<file path="src/rtl/lifo_arbiter.sv">
// lifo_arbiter: round-robin arbiter giving two requesters shared access to an
// external LIFO stack.
// Each transaction runs IDLE -> ISSUE -> CAPTURE -> ACK.
// Occupancy is tracked locally in count. Accept/reject decisions never look
// at the stack's own flags.
//
// Ports
//   clk, Rst          clock; synchronous active-high reset
//   reqN, rwN, dinN   requester N: request (held until ackN), op (0 push /
//                     1 pop), push data
//   ackN, errN        one-cycle completion pulse; errN flags a rejected op
//   doutN             data popped for requester N (held otherwise)
//   stk_en/rw/rst/din stack control; stk_en+stk_rst are forced high in reset
//   stk_dout          stack read data, valid the cycle after an enabled pop
//   count, full, empty
//                     stack occupancy and decoded flags
module lifo_arbiter #(
    parameter int DEPTH = 4,
    parameter int WIDTH = 4
) (
    input  logic             clk,
    input  logic             Rst,
    input  logic             req0,
    input  logic             req1,
    input  logic             rw0,
    input  logic             rw1,
    input  logic [WIDTH-1:0] din0,
    input  logic [WIDTH-1:0] din1,
    output logic             ack0,
    output logic             ack1,
    output logic             err0,
    output logic             err1,
    output logic [WIDTH-1:0] dout0,
    output logic [WIDTH-1:0] dout1,
    output logic             stk_en,
    output logic             stk_rw,
    output logic             stk_rst,
    output logic [WIDTH-1:0] stk_din,
    input  logic [WIDTH-1:0] stk_dout,
    output logic [2:0]       count,
    output logic             full,
    output logic             empty
);

    typedef enum logic [1:0] {IDLE, ISSUE, CAPTURE, ACK} state_t;

    localparam logic [2:0] CNT_MAX = 3'(DEPTH);

    state_t           state;
    logic             gnt;     // requester owning the in-flight op
    logic             last;    // requester granted most recently
    logic             rw_q;
    logic [WIDTH-1:0] din_q;
    logic             rej_q;
    logic             accept;
    logic             pick;

    // With both requesting, the one not granted last wins. last resets to 1,
    // so req0 is favoured first.
    assign pick   = (req0 && req1) ? ~last : req1;
    assign accept = rw_q ? (count != 3'd0) : (count != CNT_MAX);

    assign full    = (count == CNT_MAX);
    assign empty   = (count == 3'd0);
    assign stk_rst = Rst;
    assign stk_en  = Rst | ((state == ISSUE) && accept);
    assign stk_rw  = Rst ? 1'b0 : rw_q;
    assign stk_din = Rst ? '0 : din_q;

    always_ff @(posedge clk) begin
        if (Rst) begin
            state <= IDLE;
            count <= 3'd0;
            last  <= 1'b1;
            gnt   <= 1'b0;
            rw_q  <= 1'b0;
            din_q <= '0;
            rej_q <= 1'b0;
            ack0  <= 1'b0;
            ack1  <= 1'b0;
            err0  <= 1'b0;
            err1  <= 1'b0;
            dout0 <= '0;
            dout1 <= '0;
        end else begin
            ack0 <= 1'b0;
            ack1 <= 1'b0;
            err0 <= 1'b0;
            err1 <= 1'b0;
            case (state)
                IDLE: begin
                    if (req0 || req1) begin
                        gnt   <= pick;
                        last  <= pick;
                        rw_q  <= pick ? rw1 : rw0;
                        din_q <= pick ? din1 : din0;
                        state <= ISSUE;
                    end
                end
                ISSUE: begin
                    rej_q <= ~accept;
                    if (accept) count <= rw_q ? count - 3'd1 : count + 3'd1;
                    state <= CAPTURE;
                end
                // Rejected ops also pass through CAPTURE, but do nothing
                // there. This keeps the ack latency the same for every op.
                CAPTURE: begin
                    if (!rej_q && rw_q) begin
                        if (gnt) dout1 <= stk_dout;
                        else     dout0 <= stk_dout;
                    end
                    ack0  <= ~gnt;
                    ack1  <= gnt;
                    err0  <= ~gnt & rej_q;
                    err1  <= gnt & rej_q;
                    state <= ACK;
                end
                ACK:     state <= IDLE;
                default: state <= IDLE;
            endcase
        end
    end

endmodule
</file>
<file path="config.mk">
export PLATFORM = sky130hd
export DESIGN_NAME = lifo_arbiter
export DESIGN_NICKNAME = d
export VERILOG_FILES = /design/src/rtl/lifo_arbiter.sv
export SDC_FILE = /design/constraint.sdc
export NUM_CORES = 1
export LEC_CHECK = 0
export BUFFER_PORTS_ARGS = -buffer_cell sky130_fd_sc_hd__buf_2
export CORE_MARGIN = 1
export CORE_UTILIZATION = 52
export DETAILED_ROUTE_END_ITERATION = 8
export GPL_TIMING_DRIVEN = 0
export PLACE_DENSITY = 0.83
export SYNTH_ARGS = -nofsm -noshare
export SYNTH_HDL_FRONTEND = slang
export SYNTH_SLANG_ARGS = --single-unit
</file>
<file path="constraint.sdc">
create_clock -name clk -period 2.96 [get_ports clk]
set_input_delay 0.592 -clock clk [delete_from_list [all_inputs] [get_ports clk]]
set_output_delay 0.592 -clock clk [all_outputs]
set_load 0.1 [all_outputs]
</file>
# Yosys cells after proc, flatten, opt, wreduce, memory -nomap -nowiden
# Cells that the tools add are included.
# totals
output_inout_bits	24
regBits	25
# classes
n_eq_ne	6
addsub	2
mux	9
reduce_logical	13
n_bitwise	7
# op_table
op	count
2-to-1 mux 4 bit	2
case mux 2 bit (4 select lines)	1
AND reduction 3 bit	2
== test 2 bit (second input constant)	2
2-to-1 mux 1 bit	4
NOT 1 bit	4
AND reduction 2 bit	2
adder 3 x 1 -> 3 bit (second input constant)	1
== test 3 bit (second input constant)	1
logical AND 1 bit	3
zero test 3 bit	1
2-to-1 mux 3 bit	1
!= test 3 bit (second input constant)	1
nonzero test 3 bit	1
subtractor 3 x 1 -> 3 bit (second input constant)	1
bitwise AND 1 bit	2
== test 2 x 1 -> 1 bit (second input constant)	1
zero test 2 bit	1
2-to-1 mux 2 bit	1
!= test 2 bit (second input constant)	1
OR reduction 2 bit	1
zero test 1 bit	1
logical OR 1 bit	1
bitwise OR 1 bit	1

# Longest topological paths before layout
# depth
ltp_word	4
mapped_depth	6
mapped_depth_nobuf	5

# Worst setup path before layout
# No wires, ideal clock.
# synth_path
path_type	flip-flop to output port
start	register count[2]
end	output port empty
setup_slack_ns	-0.606
required_ns	2.368
t_arrival_ns	2.974
path_buffers	1
path_stages_with_launch	3
path_cell_list	dfxtp_1 -> buf_2 -> nor3_1
# synth_between
elab_chain_len	1
# synth_lines
item	line	rtl
from (decl)	40	output logic [2:0] count,
from (signal assigned)	102	if (accept) count <= rw_q ? count - 3'd1 : count + 3'd1;
zero test 3 bit	64	assign empty = (count == 3'd0);
to (decl)	42	output logic empty
# Every way passes these cells.

# Worst setup path after layout
# layout_path
start	register state[1]
end	output port stk_en
# layout_between
elab_chain_len	3
# layout_lines
item	line	rtl
from (decl)	49	state_t state;
from (signal assigned)	72	state <= IDLE;
from (signal assigned)	97	state <= ISSUE;
from (signal assigned)	103	state <= CAPTURE;
== test 2 x 1 -> 1 bit	66	assign stk_en = Rst | ((state == ISSUE) && accept);
logical AND 1 bit	66	
bitwise OR 1 bit	66	
to (decl)	35	output logic stk_en,
# Every way passes these cells.

==> summary.txt <==
Maximum fanout along the worst path - 5
Yosys warnings - 0
Relative slew slack - 67.79%
Syn Inst Count - 123
Clock-pin transition on the worst setup and hold timing paths - 130 ps
Most common cell after layout, fill and taps aside - buf_2
Cells resized by post-CTS repair - 0
Num rows - 16
Hold-fix buffers at CTS - 0
Pins Over Slew Limit - 0
Share of cells above drive strength 1 - 32.34%
H-tree levels - 1
Sum Neg Setup Slack - 0 ps
Residual DRC - 0
Largest net degree at the start of global routing - 15
Peak supply drop - 1059 uV
Die area - 2431 um^2
Top cells by area, synth - dfxtp_1 (43%), mux2i_1 (12%), nor2_1 (5.8%)
CTS buffer count - 3
Insertion delay to the later sink of the worst-skew pair - 310 ps
Initial DRC Count - 25
Final cycle utilization of the critical path - 80.59%
Synth unique cells - 34
Post-synth EDFFs - 0
CTS Root Cell - clkbuf_4
Max Clock Skew - 4.070 ps
Minimum clock period - 2385 ps
DRT Wirelength - 2307 um
Arrival @ worst endpoint - 1790 ps
Number of global-route vias before repair - 894
Critical path class - flip-flop to output port
Unrepaired setup endpoints after global routing - no
Ports - 42
Share of flip-flops with an asynchronous set or reset - 0%
Tightest Pin Transition - 483.2 ps
Grt ovf - 0
Synthesized area - 1164 um^2
DRT antenna net count - 0
Hold WC Path Type - flip-flop to flip-flop
Final Setup Violations - 0
WP data required - 2370 ps
Post-CTS setup buffers - 0
Gp weighted congestion - 0.7452
Via count - 993
Leakage power total - 0.6853 nW
Total track usage - 21.01%
Run status - finished clean
Post-Synthesis Net Count - 146
Die Width - 49.31 um
Fmax achieved - 419.2 MHz
Diode count - 0
Final hold vios - 0
DR WL/cell - 11.89 um
Top cell type by total area after synthesis - dfxtp_1
I/O Buffers - 40
DP Worst Slack - 631.5 ps
CP endpoint kind - output port
Syn_area_per_cell - 9.460 um^2
CP startpoint kind - flip-flop
Commonest cells after routing, fill and taps aside - buf_2 (42), dfxtp_1 (25), nor2_1 (18), mux2i_1 (14), nor2b_1 (7)
Post-DP HPWL - 1776 um
Pwr dens - 1092 nW/um^2
CTS tree - built
Post-synth top area share - 43.01%
TritonRoute pass-1 iters - 4
Initial antenna violation count - 0
Main synth FF type - dfxtp_1
Flops & latches, synth - 25
Initial Util - 56.99%
Sequential-to-total area share from yosys stat - 43.01%
Floorplan core area - 2042 um^2
Clock Sink Count - 25
First-pass GRT wire length - 3864 um
Die H - 49.31 um
Clock Tree Buf Depth - 2
Slack of the critical path - 574.6 ps
Vias per inst - 5.119
Maximum Capacitance Violations - 0
Area Growth Syn to Fin - 22.90%
Net count, final - 191
-- worst max-delay path: stages (launching register included) --
cell	delay, ps
dfxtp_1	390
inv_1	90
ha_1	240
inv_1	150
a21oi_1	50
or2_2	270
buf_2	290
-- registers in the layout, summed over array words and instances, names as in the netlist, 2 cells and up --
name,cells
count,3
din_q,4
dout0,4
dout1,4
state,2
-- worst paths after layout --
path,start,end,slack [ps],cells past startpoint
worst max-delay path,state[1],stk_en,570,6
worst min-delay path,din_q[3],din_q[3],510,2
worst max register to register,count[0],count[2],1180,5
worst min register to register,din_q[3],din_q[3],510,2
-- layer usage --
| layer | track usage (%) | vias up | wire, um |
|---|---|---|---|
| met5 | 0 | - | 0 |
| met4 | 8.824 | 0 | 30 |
| met3 | 4.673 | 4 | 90 |
| met2 | 36.76 | 24 | 1179 |
| met1 | 24.32 | 462 | 1007 |
| li1 | - | 503 | - |
-- cell type report --
class / instances / area [um^2]
Timing Repair Buffer: 40 / 200.2
Tap cell: 27 / 33.78
Clock inverter: 1 / 5.005
Clock buffer: 3 / 22.52
Inverter: 6 / 22.52
Sequential cell: 25 / 500.5
Buffer: 8 / 41.29
Fill cell: 185 / 611.8
Multi-Input combinational cell: 84 / 604.3
-- metrics by stage --
| step | cell area [um^2] | cells | power [mW] | utilization (%) | hold slack, ps |
|---|---|---|---|---|---|
| CTS | 1430 | 194 | 1.568 | 70.04 | 507.9 |
| global placement | 1403 | 190 | 1.384 | 68.69 | 469.9 |
| detailed placement | 1403 | 190 | 1.419 | 68.69 | 484.4 |
| global route | 1430 | 194 | 1.647 | 70.04 | 506.9 |
| floorplan | 1169 | 123 | 1.271 | - | 456.5 |
| finish | 1430 | 194 | 1.561 | 70.04 | 509.6 |
-- cell usage after synthesis, types with 2 or more instances --
| library cell | number |
|---|---|
| dfxtp_1 | 25 |
| o21ai_0 | 2 |
| clkbuf_1 | 2 |
| o211ai_1 | 3 |
| inv_1 | 6 |
| nor2_1 | 18 |
| ha_1 | 4 |
| mux2i_1 | 14 |
| buf_2 | 2 |
| and2_1 | 3 |
| nand2_1 | 3 |
| nor2b_1 | 7 |
| a31oi_1 | 2 |
| or2_2 | 2 |
| a21oi_1 | 5 |
| buf_4 | 2 |
| a211oi_1 | 6 |
-- kinds of logic (layout without fill, tap and decap cells) --
kind of cell | Yosys count | count (layout) | share of synthesized area (%)
multiplexers | 14 | 14 | 12.04
XOR/XNOR | 2 | 2 | 1.506
flip-flops | 25 | 25 | 43.01
AND/OR/NAND/NOR | 41 | 41 | 18.28
buffers and inverters | 14 | 58 | 5.483
AO/OA/AOI/OAI | 22 | 22 | 13.66
adder cells (fa/ha/maj) | 5 | 5 | 6.022
-- report_power, final --
part | internal, mW | switching [mW]
clock | 0.0506 | 0.0981
sequential | 0.411 | 0.0597
combinational | 0.227 | 0.715
Note: power is estimated with default switching activity, not from simulation.
